$ cat config.mk
export PLATFORM = sky130hd
export DESIGN_NAME = fetch_seq
export DESIGN_NICKNAME = d
export VERILOG_FILES = /design/src/rtl/fetch_seq.sv
export SDC_FILE = /design/constraint.sdc
export NUM_CORES = 1
export LEC_CHECK = 0
export CORE_MARGIN = 2
export CORE_UTILIZATION = 37
export DETAILED_ROUTE_END_ITERATION = 10
export PLACE_DENSITY = 0.87
export SLEW_MARGIN = 15
export SYNTH_ARGS = -nofsm -noshare
export SYNTH_HDL_FRONTEND = slang
export SYNTH_SLANG_ARGS = --single-unit
$ cat constraint.sdc
create_clock -name clk_i -period 1.7 [get_ports clk_i]
set_input_delay 0.34 -clock clk_i [delete_from_list [all_inputs] [get_ports clk_i]]
set_output_delay 0.34 -clock clk_i [all_outputs]
set_load 0.05 [all_outputs]
$ cat src/rtl/fetch_seq.sv
// fetch_seq: multi-cycle instruction sequencer (FETCH -> WAIT -> EXEC -> COMMIT, HALT).
// Fetches over a valid/ready memory port with variable latency. It holds the fetched
// instruction for EXEC_CYCLES cycles, then emits one commit strobe per instruction.
//
// Optional feature: define FETCH_SEQ_TRAP_EN to trap on a misaligned next PC. The PC is not
// updated, a sticky trap flag is set and the sequencer halts. If the macro is undefined,
// trap_o is tied low.
//
// Ports:
//   clk_i, rst_ni          clock, asynchronous active-low reset
//   imem_req_valid_o/_ready_i, imem_addr_o          fetch request channel
//   imem_resp_valid_i, imem_resp_data_i             fetch response channel
//   redirect_i, target_i, halt_req_i                sampled only in COMMIT
//   pc_o, pc_add4_o, inst_o                         current PC, PC + PC_INC, latched instruction
//   exec_phase_o, commit_o, halted_o, trap_o        status / strobes
module fetch_seq #(
  parameter int unsigned     XLEN         = 32,
  parameter logic [XLEN-1:0] RESET_VECTOR = XLEN'(32'h8000_0000),
  parameter int unsigned     PC_INC       = 4,
  parameter int unsigned     EXEC_CYCLES  = 1  // legal range 1..15
) (
  input  logic            clk_i,
  input  logic            rst_ni,
  output logic            imem_req_valid_o,
  input  logic            imem_req_ready_i,
  output logic [XLEN-1:0] imem_addr_o,
  input  logic            imem_resp_valid_i,
  input  logic [31:0]     imem_resp_data_i,
  input  logic            redirect_i,
  input  logic [XLEN-1:0] target_i,
  input  logic            halt_req_i,
  output logic [XLEN-1:0] pc_o,
  output logic [XLEN-1:0] pc_add4_o,
  output logic [31:0]     inst_o,
  output logic            exec_phase_o,
  output logic            commit_o,
  output logic            halted_o,
  output logic            trap_o
);

  localparam logic [2:0] StFetch  = 3'd0;
  localparam logic [2:0] StWait   = 3'd1;
  localparam logic [2:0] StExec   = 3'd2;
  localparam logic [2:0] StCommit = 3'd3;
  localparam logic [2:0] StHalt   = 3'd4;

  localparam logic [31:0] InstNop  = 32'h0000_0013;
  // Counter counts down to zero, so EXEC lasts exactly EXEC_CYCLES cycles.
  localparam logic [3:0]  ExecLoad = 4'(EXEC_CYCLES - 1);

  logic [2:0]      state_q, state_d;
  logic [XLEN-1:0] pc_q, pc_d;
  logic [31:0]     inst_q, inst_d;
  logic [3:0]      cnt_q, cnt_d;
  logic [XLEN-1:0] pc_add4;
  logic [XLEN-1:0] next_pc;

  assign pc_add4 = pc_q + XLEN'(PC_INC);  // wraps modulo 2^XLEN
  assign next_pc = redirect_i ? target_i : pc_add4;

`ifdef FETCH_SEQ_TRAP_EN
  logic trap_q, trap_d;
`endif

  always_comb begin
    state_d = state_q;
    pc_d    = pc_q;
    inst_d  = inst_q;
    cnt_d   = cnt_q;
`ifdef FETCH_SEQ_TRAP_EN
    trap_d  = trap_q;
`endif
    case (state_q)
      StFetch: begin
        if (imem_req_ready_i) state_d = StWait;
      end
      StWait: begin
        // Responses are only accepted here; anything seen in other states is dropped.
        if (imem_resp_valid_i) begin
          inst_d  = imem_resp_data_i;
          cnt_d   = ExecLoad;
          state_d = StExec;
        end
      end
      StExec: begin
        if (cnt_q == 4'd0) state_d = StCommit;
        else               cnt_d   = cnt_q - 4'd1;
      end
      StCommit: begin
`ifdef FETCH_SEQ_TRAP_EN
        // Misaligned target wins over halt_req and leaves pc pointing at the faulting instr.
        if (next_pc[1:0] != 2'b00) begin
          trap_d  = 1'b1;
          state_d = StHalt;
        end else begin
          pc_d    = next_pc;
          state_d = halt_req_i ? StHalt : StFetch;
        end
`else
        pc_d    = next_pc;
        state_d = halt_req_i ? StHalt : StFetch;
`endif
      end
      StHalt: begin
        state_d = StHalt;
      end
      default: begin
        state_d = StFetch;
      end
    endcase
  end

  always_ff @(posedge clk_i or negedge rst_ni) begin
    if (!rst_ni) begin
      state_q <= StFetch;
      pc_q    <= RESET_VECTOR;
      inst_q  <= InstNop;
      cnt_q   <= 4'd0;
    end else begin
      state_q <= state_d;
      pc_q    <= pc_d;
      inst_q  <= inst_d;
      cnt_q   <= cnt_d;
    end
  end

`ifdef FETCH_SEQ_TRAP_EN
  always_ff @(posedge clk_i or negedge rst_ni) begin
    if (!rst_ni) trap_q <= 1'b0;
    else         trap_q <= trap_d;
  end
  assign trap_o = trap_q;
`else
  assign trap_o = 1'b0;
`endif

  assign imem_req_valid_o = (state_q == StFetch);
  assign imem_addr_o      = pc_q;
  assign pc_o             = pc_q;
  assign pc_add4_o        = pc_add4;
  assign inst_o           = inst_q;
  assign exec_phase_o     = (state_q == StExec) || (state_q == StCommit);
  assign commit_o         = (state_q == StCommit);
  assign halted_o         = (state_q == StHalt);

endmodule

==> results.ini, run 1 <==
[worst_setup_path]
cp-startpoint = imem_addr_o[2]
r2r_start = imem_addr_o[2]
r2r_setup_slack_ps = -690
cp_max_fo = 4
path_class = flop to primary output
end_kind = primary output
r2r_cells = 14
arrival_ps = 2160
cp-start-kind = flop
worstPathRequired_ps = 1360

[drt]
dr.pass1.iters = 4
drcViolationCount = 0
num_vias = 4544
vias_per_cell = 5.40
first_iter_violations = 188
totalWireLength_um = 17200
antenna_left = 0
wl_per_cell_um = 20.4

[power]
intPower_uw = 10300
power_density_nw_per_um2 = 2260
irDropWorstVdd_v = 0.00181
power.switching_uw = 10600
comb_power_share_pct = 78.2
seq_power_share_pct = 15.9
clock_power_share_pct = 5.9
cellLeakagePower_uw = 0.00395
netSwitchingFraction_pct = 50.8

[sta]
period_share_pct = 147
hold_viol = 0
min_period_ps = 2500
fmax_ghz = 0.400
finalSetupViolCount = 57
final_max_slew_viol_count = 0
finalWorstSetupSlack_ps = -798
finClkSkew_ps = 9.34
rsz0062_at_grt = yes
whs_ps = 387

[yosys]
netlist_area_um2 = 4160
synth_cells = 420
synthFlopType = dfrtp_1
syn_nets = 493
ys_seq_elements = 71
ys_warn_count = 0
synth_edf_count = 0
synth-seq-area-share_pct = 42.9
synth_cell_type_count = 50
synth.avg_cell_area_um2 = 9.90
synthArstFlopShare_pct = 100

[cts]
clock-sinks = 71
path_clk_slew_ps = 90
htreeDepth = 3
cts_buffers = 9
cts_root_buffer = clkbuf_8
cts_tree = yes
clkLatencyLatePin_ps = 340
clockBufferDepth = 2

[die]
die-area_um2 = 12100
core-area_um2 = 10900
rows = 38
start_util_pct = 38.2
die_w_um = 110
die_h_um = 110
ios = 203

[global_routing]
track_usage_pct = 26.3
antenna_found_initial = 0
grt_pass1_vias = 4645
grt_max_degree = 44
grt_overflow_total = 0
grt_pass1_wl_um = 24500

[final_layout]
layout_commonest_cell = buf_4
n_fill_cell = 486
fin_nets = 770
area_delta_synth_final_pct = 123
final_layout_size_suffix_gt1_share_pct = 62.3
fin_cells = 842
final_cell_mix = buf_4, buf_12, clkdlybuf4s50_1
diodes = 0

[placed_design]
place_ws_ps = -452
portBuffers = 201
routabilityCongestion = 0.848
placed_cells = 776
dp_hpwl_um = 10900

[min_path]
hold_class = input pin to async pin

[flow_run]
maxCapViolations = 0

[outcome]
violations = setup timing
status = finished, violations left

logic make-up after synthesis:
family | count (synthesis) | share of synthesized area, %
AND/OR/NAND/NOR | 122 | 16.9
multiplexers | 38 | 10.2
adder cells (fa/ha/maj) | 3 | 0.903
AO/OA/AOI/OAI | 84 | 12.8
XOR/XNOR | 30 | 6.32
other | 1 | 0.0902
flip-flops | 71 | 42.9
buffers and inverters | 71 | 9.93
routing by layer:
| metal | wire [um] | share of wire, % | vias to the layer above | global-route usage (%) |
|---|---|---|---|---|
| met5 | 0 | 0 | - | 0 |
| met4 | 572 | 3.3 | 0 | 9.95 |
| met3 | 1250 | 7.3 | 41 | 5.64 |
| met2 | 9370 | 54 | 233 | 49.1 |
| met1 | 6010 | 35 | 2257 | 29.0 |
| li1 | - | - | 2013 | - |
per-stage QoR:
stage | area [um2] | total power, uW | setup TNS (ps) | util [%]
floorplan | 4780 | 12000 | -20740 | -
global placement | 8010 | 18200 | -13170 | 73.6
detailed placement | 8010 | 18600 | -17430 | 73.6
CTS | 8730 | 20400 | -21530 | 80.2
global route | 9260 | 21600 | -28760 | 85.0
finish | 9260 | 20900 | -24390 | 85.0
power by group through the flow:
stage                     sequential, uW  combinational, uW  clock, uW
final                               3310              16300       1230
after global routing                3410              16900       1300
after CTS                           3260              15900       1250
after detailed placement            3290              15300          0
after global placement              3210              15000          0
after floorplan                     6180               5870          0
sequential cells by signal (all words and copies together), names as in the netlist:
register	flops
inst_o	32
state_q	3
cnt_q	4
imem_addr_o	32
worst max-delay path, cell delays in order (launching register included):
cell and delay (ps):
dfrtp_4 450, buf_6 110, nand3_4 70, nor4_4 360
buf_4 190, clkbuf_16 140, and2_4 180, xor2_4 170
buf_12 150
synth_stat cells (all sizes together), types with 8 or more instances:
cell type,instances,share of area (%)
mux2,35,9.5
buf,42,7.3
clkbuf,20,1.8
inv,9,0.81
dfrtp,67,40
nand2,27,2.4
o22ai,10,1.5
o21ai,24,2.9
nor3,11,1.7
a22oi,9,1.6
nor2,23,2.1
a21oi,19,2.3
xor2,13,2.7
and3,8,1.2
a2bb2oi,8,1.7
xnor2,17,3.6
nand4,9,1.7
nand3,20,3.1
repair_timing:
| item | CTS | global route |
|---|---|---|
| hold buffers | 1 | 0 |
| gates cloned | 1 | 0 |
| pin swaps | 29 | 36 |
| gates resized for setup | 70 | 81 |
| endpoints found under the hold margin | 12 | 0 |
| setup endpoints to repair | 49 | 61 |
| setup buffers | 23 | 32 |
cell type report:
| type | count | area, um2 | share of cell area (%) |
|---|---|---|---|
| clock buffer | 9 | 124 | 1.34 |
| sequential | 71 | 1810 | 19.6 |
| inverter | 9 | 47.5 | 0.514 |
| multi-input combinational | 278 | 2980 | 32.1 |
| tap | 140 | 175 | 1.89 |
| timing repair buffer | 328 | 4070 | 44.0 |
| clock inverter | 7 | 50.0 | 0.541 |
final timing paths:
| check | to |
|---|---|
| worst max register to register | imem_addr_o[25] |
| worst max-delay path | pc_add4_o[17] |
| worst min register to register | inst_o[10] |
| worst min-delay path | cnt_q[3] |
| min in group clk_i | imem_addr_o[24] |
| max in group asynchronous | imem_addr_o[21] |
Note: power is estimated with default switching activity, not from simulation.
==> run 2, diff against run 1 <==
--- a/config.mk
+++ b/config.mk
@@ -6,4 +6,5 @@
 export NUM_CORES = 1
 export LEC_CHECK = 0
+export CAP_MARGIN = 20
 export CORE_MARGIN = 2
 export CORE_UTILIZATION = 37
==> constraint.sdc (replaced) <==
create_clock -name clk_i -period 1.7 [get_ports clk_i]
set_input_delay 0.34 -clock clk_i [delete_from_list [all_inputs] [get_ports clk_i]]
set_output_delay 0.34 -clock clk_i [all_outputs]
set_load 0.1 [all_outputs]
==> run 2 against run 1 <==
Compared with the run above:
- critical path type unchanged
- clock-buffer cell count increased by 2
- first-iteration DRC count rose by 120%
- largest cell class unchanged
- setup slack lost 82 ps
- the run ends with hold timing, setup timing left
- clock skew rose by 5.5 ps
==> results.ini, run 2 (same netlist as run 1, synthesis figures left out) <==
[outcome]
status = finished, violations left
violations = hold timing, setup timing

[die]
die_h_um = 110
core-area_um2 = 10900
start_util_pct = 38.2
die_w_um = 110
rows = 38
die-area_um2 = 12100
ios = 203

[drt]
dr.pass1.iters = 4
first_iter_violations = 407
wl_per_cell_um = 26.1
vias_per_cell = 5.73
num_vias = 4854
drcViolationCount = 0
antenna_left = 0
totalWireLength_um = 22100

[final_layout]
diodes = 0
utilization_pct = 92.9
area_delta_synth_final_pct = 143
final_layout_size_suffix_gt1_share_pct = 66.2
final_cell_mix = buf_12, buf_4, clkdlybuf4s50_1
n_fill_cell = 331
fin_cells = 847
fin_nets = 775
layout_commonest_cell = buf_12

[cts]
path_clk_slew_ps = 90
clkLatencyLatePin_ps = 360
clockBufferDepth = 2
cts_tree = yes
clock-sinks = 71
cts_hold_buf = 0
cts_root_buffer = clkbuf_8
htreeDepth = 3
cts_buffers = 9

[sta]
whs_ps = -14.1
finalSetupViolCount = 82
hold_viol = 8
period_share_pct = 152
setup_tns_ps = -28050
finClkSkew_ps = 14.9
min_period_ps = 2580
finalWorstSetupSlack_ps = -881
rsz0062_at_grt = yes
fmax_ghz = 0.387
final_max_slew_viol_count = 0

[worst_setup_path]
r2r_setup_slack_ps = -720
end_kind = primary output
cp_max_fo = 7
r2r_start = imem_addr_o[3]
worstPathRequired_ps = 1360
cp-startpoint = imem_addr_o[3]
cp-start-kind = flop
critPathCapture = pc_add4_o[19]
r2r_end = imem_addr_o[17]
path_class = flop to primary output
arrival_ps = 2240
r2r_cells = 15

[flow_run]
maxCapViolations = 0

[global_routing]
track_usage_pct = 30.5
grt_pass1_wl_um = 27500
grt_overflow_total = 0
grt_pass1_vias = 5088
grt_max_degree = 72
antenna_found_initial = 0

[placed_design]
placed_cells = 777
dp_hpwl_um = 12200
routabilityCongestion = 0.843
portBuffers = 201

[min_path]
hold_class = input pin to async pin

run 2: cell types whose count changed in the layout (fill, tap and decap cells not counted), moves of 4 or more:
cell / before / now
buf_12: 99 / 141
buf_4: 111 / 77
mux2_2: 35 / 3
mux2_4: 0 / 32
dfrtp_4: 2 / 18
dfrtp_1: 45 / 36
buf_6: 47 / 40
dfrtp_2: 20 / 13
o21ai_0: 9 / 5
run 2: critical path, cell delays in order (launching register included):
cell and delay (ps):
dfrtp_4 470, nand3_4 100, nor4_4 370, buf_12 190, nand4_1 270, xnor2_4 280, buf_12 200
run 2: metal layers:
metal	global-route usage (%)	vias up	wire length [um]
met3	8.94	84	1800
met4	13.7	0	1170
met1	30.7	2445	7210
met2	57.4	309	12000
met5	0	-	0
li1	-	2016	-
run 2: worst min-delay path by stage:
stage | startpoint | endpoint | slack, ps | cells after the start
floorplan | rst_ni | cnt_q[0] | 40 | 0
CTS | rst_ni | state_q[2] | 2 | 2
global route | rst_ni | state_q[2] | 2 | 2
detailed placement | rst_ni | inst_o[23] | 380 | 2
finish | rst_ni | state_q[2] | -10 | 2
global placement | rst_ni | inst_o[3] | 380 | 2
run 2: through the flow:
| stage | area (um2) | setup WS [ps] |
|---|---|---|
| 2_1_floorplan | 4990 | -1090 |
| 3_3_place_gp | 8670 | -407 |
| 3_5_place_dp | 8670 | -579 |
| 4_1_cts | 9490 | -782 |
| 5_1_grt | 10100 | -979 |
| 6_report | 10100 | -881 |
run 2: layout make-up:
class	instances	area (um2)	share of cell area (%)
sequential	71	1870	18.5
inverter	9	52.6	0.520
clock inverter	5	33.8	0.334
tap	140	175	1.73
clock buffer	11	141	1.40
timing repair buffer	332	4640	45.9
multi-input combinational	278	3200	31.6
timing repair inverter	1	8.76	0.0866
run 2: what timing repair did:
action	4_1_cts	5_1_grt
endpoints found under the setup margin	55	90
pin swaps	32	32
gates resized for setup	79	99
buffers inserted	34	30
hold endpoints to repair	0	0
gates cloned	1	3
Power of run 2 is not shown: default switching activity piles up to over one toggle a cycle in this logic, so the estimate is an artifact.
==> run 3, diff against run 2 <==
Settings changed: SKIP_LAST_GASP set to 1.
==> run 3 against run 2 <==
Compared with the run above:
- the flow still finishes with violations (hold timing, setup timing)
- via count is 2.3% lower
- global-route usage increased by 0.48 points
- core utilization down 1.5 points
- hold slack worse by 13 ps
- critical endpoint is now pc_add4_o[31]
- flip-flop and latch count is the same
- clock-buffer cell count is the same
- routed wire length fell by 3.1%
- highest routed layer unchanged
- register-to-register slack improved by 300 ps
- non-clock buffer count is 8 lower
- design area decreased by 1.6%
==> results.ini, run 3 (same netlist as run 1, synthesis figures left out) <==
[placed_design]
placed_cells = 777
dp_hpwl_um = 12200
routabilityCongestion = 0.843
portBuffers = 201

[final_layout]
area_delta_synth_final_pct = 139
final_cell_mix = buf_12, buf_4, clkdlybuf4s50_1
layout_commonest_cell = buf_12
final_layout_size_suffix_gt1_share_pct = 65.4
fin_nets = 767
fin_cells = 839
diodes = 0

[die]
ios = 203
die-area_um2 = 12100
core-area_um2 = 10900
die_w_um = 110
start_util_pct = 38.2
rows = 38
die_h_um = 110

[global_routing]
track_usage_pct = 30.9
grt_pass1_wl_um = 27900
grt_overflow_total = 0
grt_pass1_vias = 5069
grt_max_degree = 72
antenna_found_initial = 0

[drt]
drcViolationCount = 0
vias_per_cell = 5.65
wl_met2_um = 11400
first_iter_violations = 332
totalWireLength_um = 21500
wl_per_cell_um = 25.6
dr.pass1.iters = 5
met3_length_um = 1920
drt-met1-wl_um = 7010
antenna_left = 0
num_vias = 4743
dr.max_layer_used = met4

[outcome]
violations = hold timing, setup timing
status = finished, violations left

[cts]
path_clk_slew_ps = 90
clockBufferDepth = 2
cts_root_buffer = clkbuf_8
clkLatencyLatePin_ps = 360
cts_tree = yes
clock-sinks = 71
htreeDepth = 3
cts_buffers = 9

[worst_setup_path]
critPathBufInv = 1
end_kind = primary output
r2r_cells = 10
path_delay_family = simple AND/OR/NAND/NOR gates
crit_slowest_cell = dfrtp_4
r2r_end = imem_addr_o[30]
worstPathRequired_ps = 1360
arrival_ps = 2250
crit_chain = nand4_1, nor2_1, nand4_1, xnor2_4, buf_12
cpMostUsedCell = nand4_1
r2r_start = imem_addr_o[3]
r2r_setup_slack_ps = -420
cp-start-kind = flop
cp_max_fo = 4
cp-startpoint = imem_addr_o[21]
path_class = flop to primary output
critPathMaxStageDelay_ps = 440

[sta]
min_period_ps = 2590
finClkSkew_ps = 13.2
rsz0062_at_grt = yes
period_share_pct = 152
whs_ps = -26.8
hold_viol = 17
fmax_ghz = 0.386
finalSetupViolCount = 88
finalWorstSetupSlack_ps = -892
final_max_slew_viol_count = 0

[flow_run]
maxCapViolations = 0

[min_path]
hold_class = input pin to async pin

[run 3: changes by cell type in the layout (fill, tap and decap cells not counted), moves of 2 or more]
| cell | delta |
|---|---|
| a22oi_2 | -2 |
| a22oi_1 | +2 |
| nand3_4 | -2 |
| mux2_2 | +11 |
| mux2_4 | -11 |
| nand3_2 | +2 |
| buf_6 | -7 |
[run 3: final cells by class]
class / count / area, um2
tap: 140 / 175
timing repair inverter: 1 / 8.76
clock inverter: 5 / 33.8
fill: 397 / 938
multi-input combinational: 278 / 3130
inverter: 9 / 52.6
clock buffer: 11 / 141
sequential: 71 / 1870
timing repair buffer: 324 / 4540
[run 3: repair_timing]
item | 4_1_cts | 5_1_grt
setup endpoints to repair | 55 | 91
gates resized for setup | 66 | 93
pin swaps | 31 | 33
hold buffers | 0 | 0
setup buffers | 34 | 30
gates cloned | 1 | 3
[run 3: how the worst max path moves through the flow]
stage | end | cells after the start | slack [ps]
global route | pc_add4_o[31] | 5 | -960
detailed placement | pc_add4_o[16] | 7 | -580
finish | pc_add4_o[31] | 5 | -890
floorplan | pc_add4_o[30] | 5 | -1090
CTS | pc_add4_o[30] | 9 | -780
global placement | pc_add4_o[16] | 7 | -410
[run 3: metrics by stage]
step	area (um2)	setup slack, ps	util, %	setup TNS [ps]	hold slack [ps]
after floorplan	4990	-1090	-	-30510	44.4
after global placement	8670	-407	79.6	-12890	375
after detailed placement	8670	-579	79.6	-17910	383
after CTS	9440	-782	86.7	-21790	1.65
after global routing	9950	-960	91.4	-31550	8.29
final	9950	-892	91.4	-26720	-26.8
[run 3: layer usage]
metal	vias up	track usage [%]
met5	-	0
met4	0	15.7
met3	108	10.7
met2	298	56.5
met1	2336	30.9
li1	2001	-
Power of run 3 is left out for the same reason.
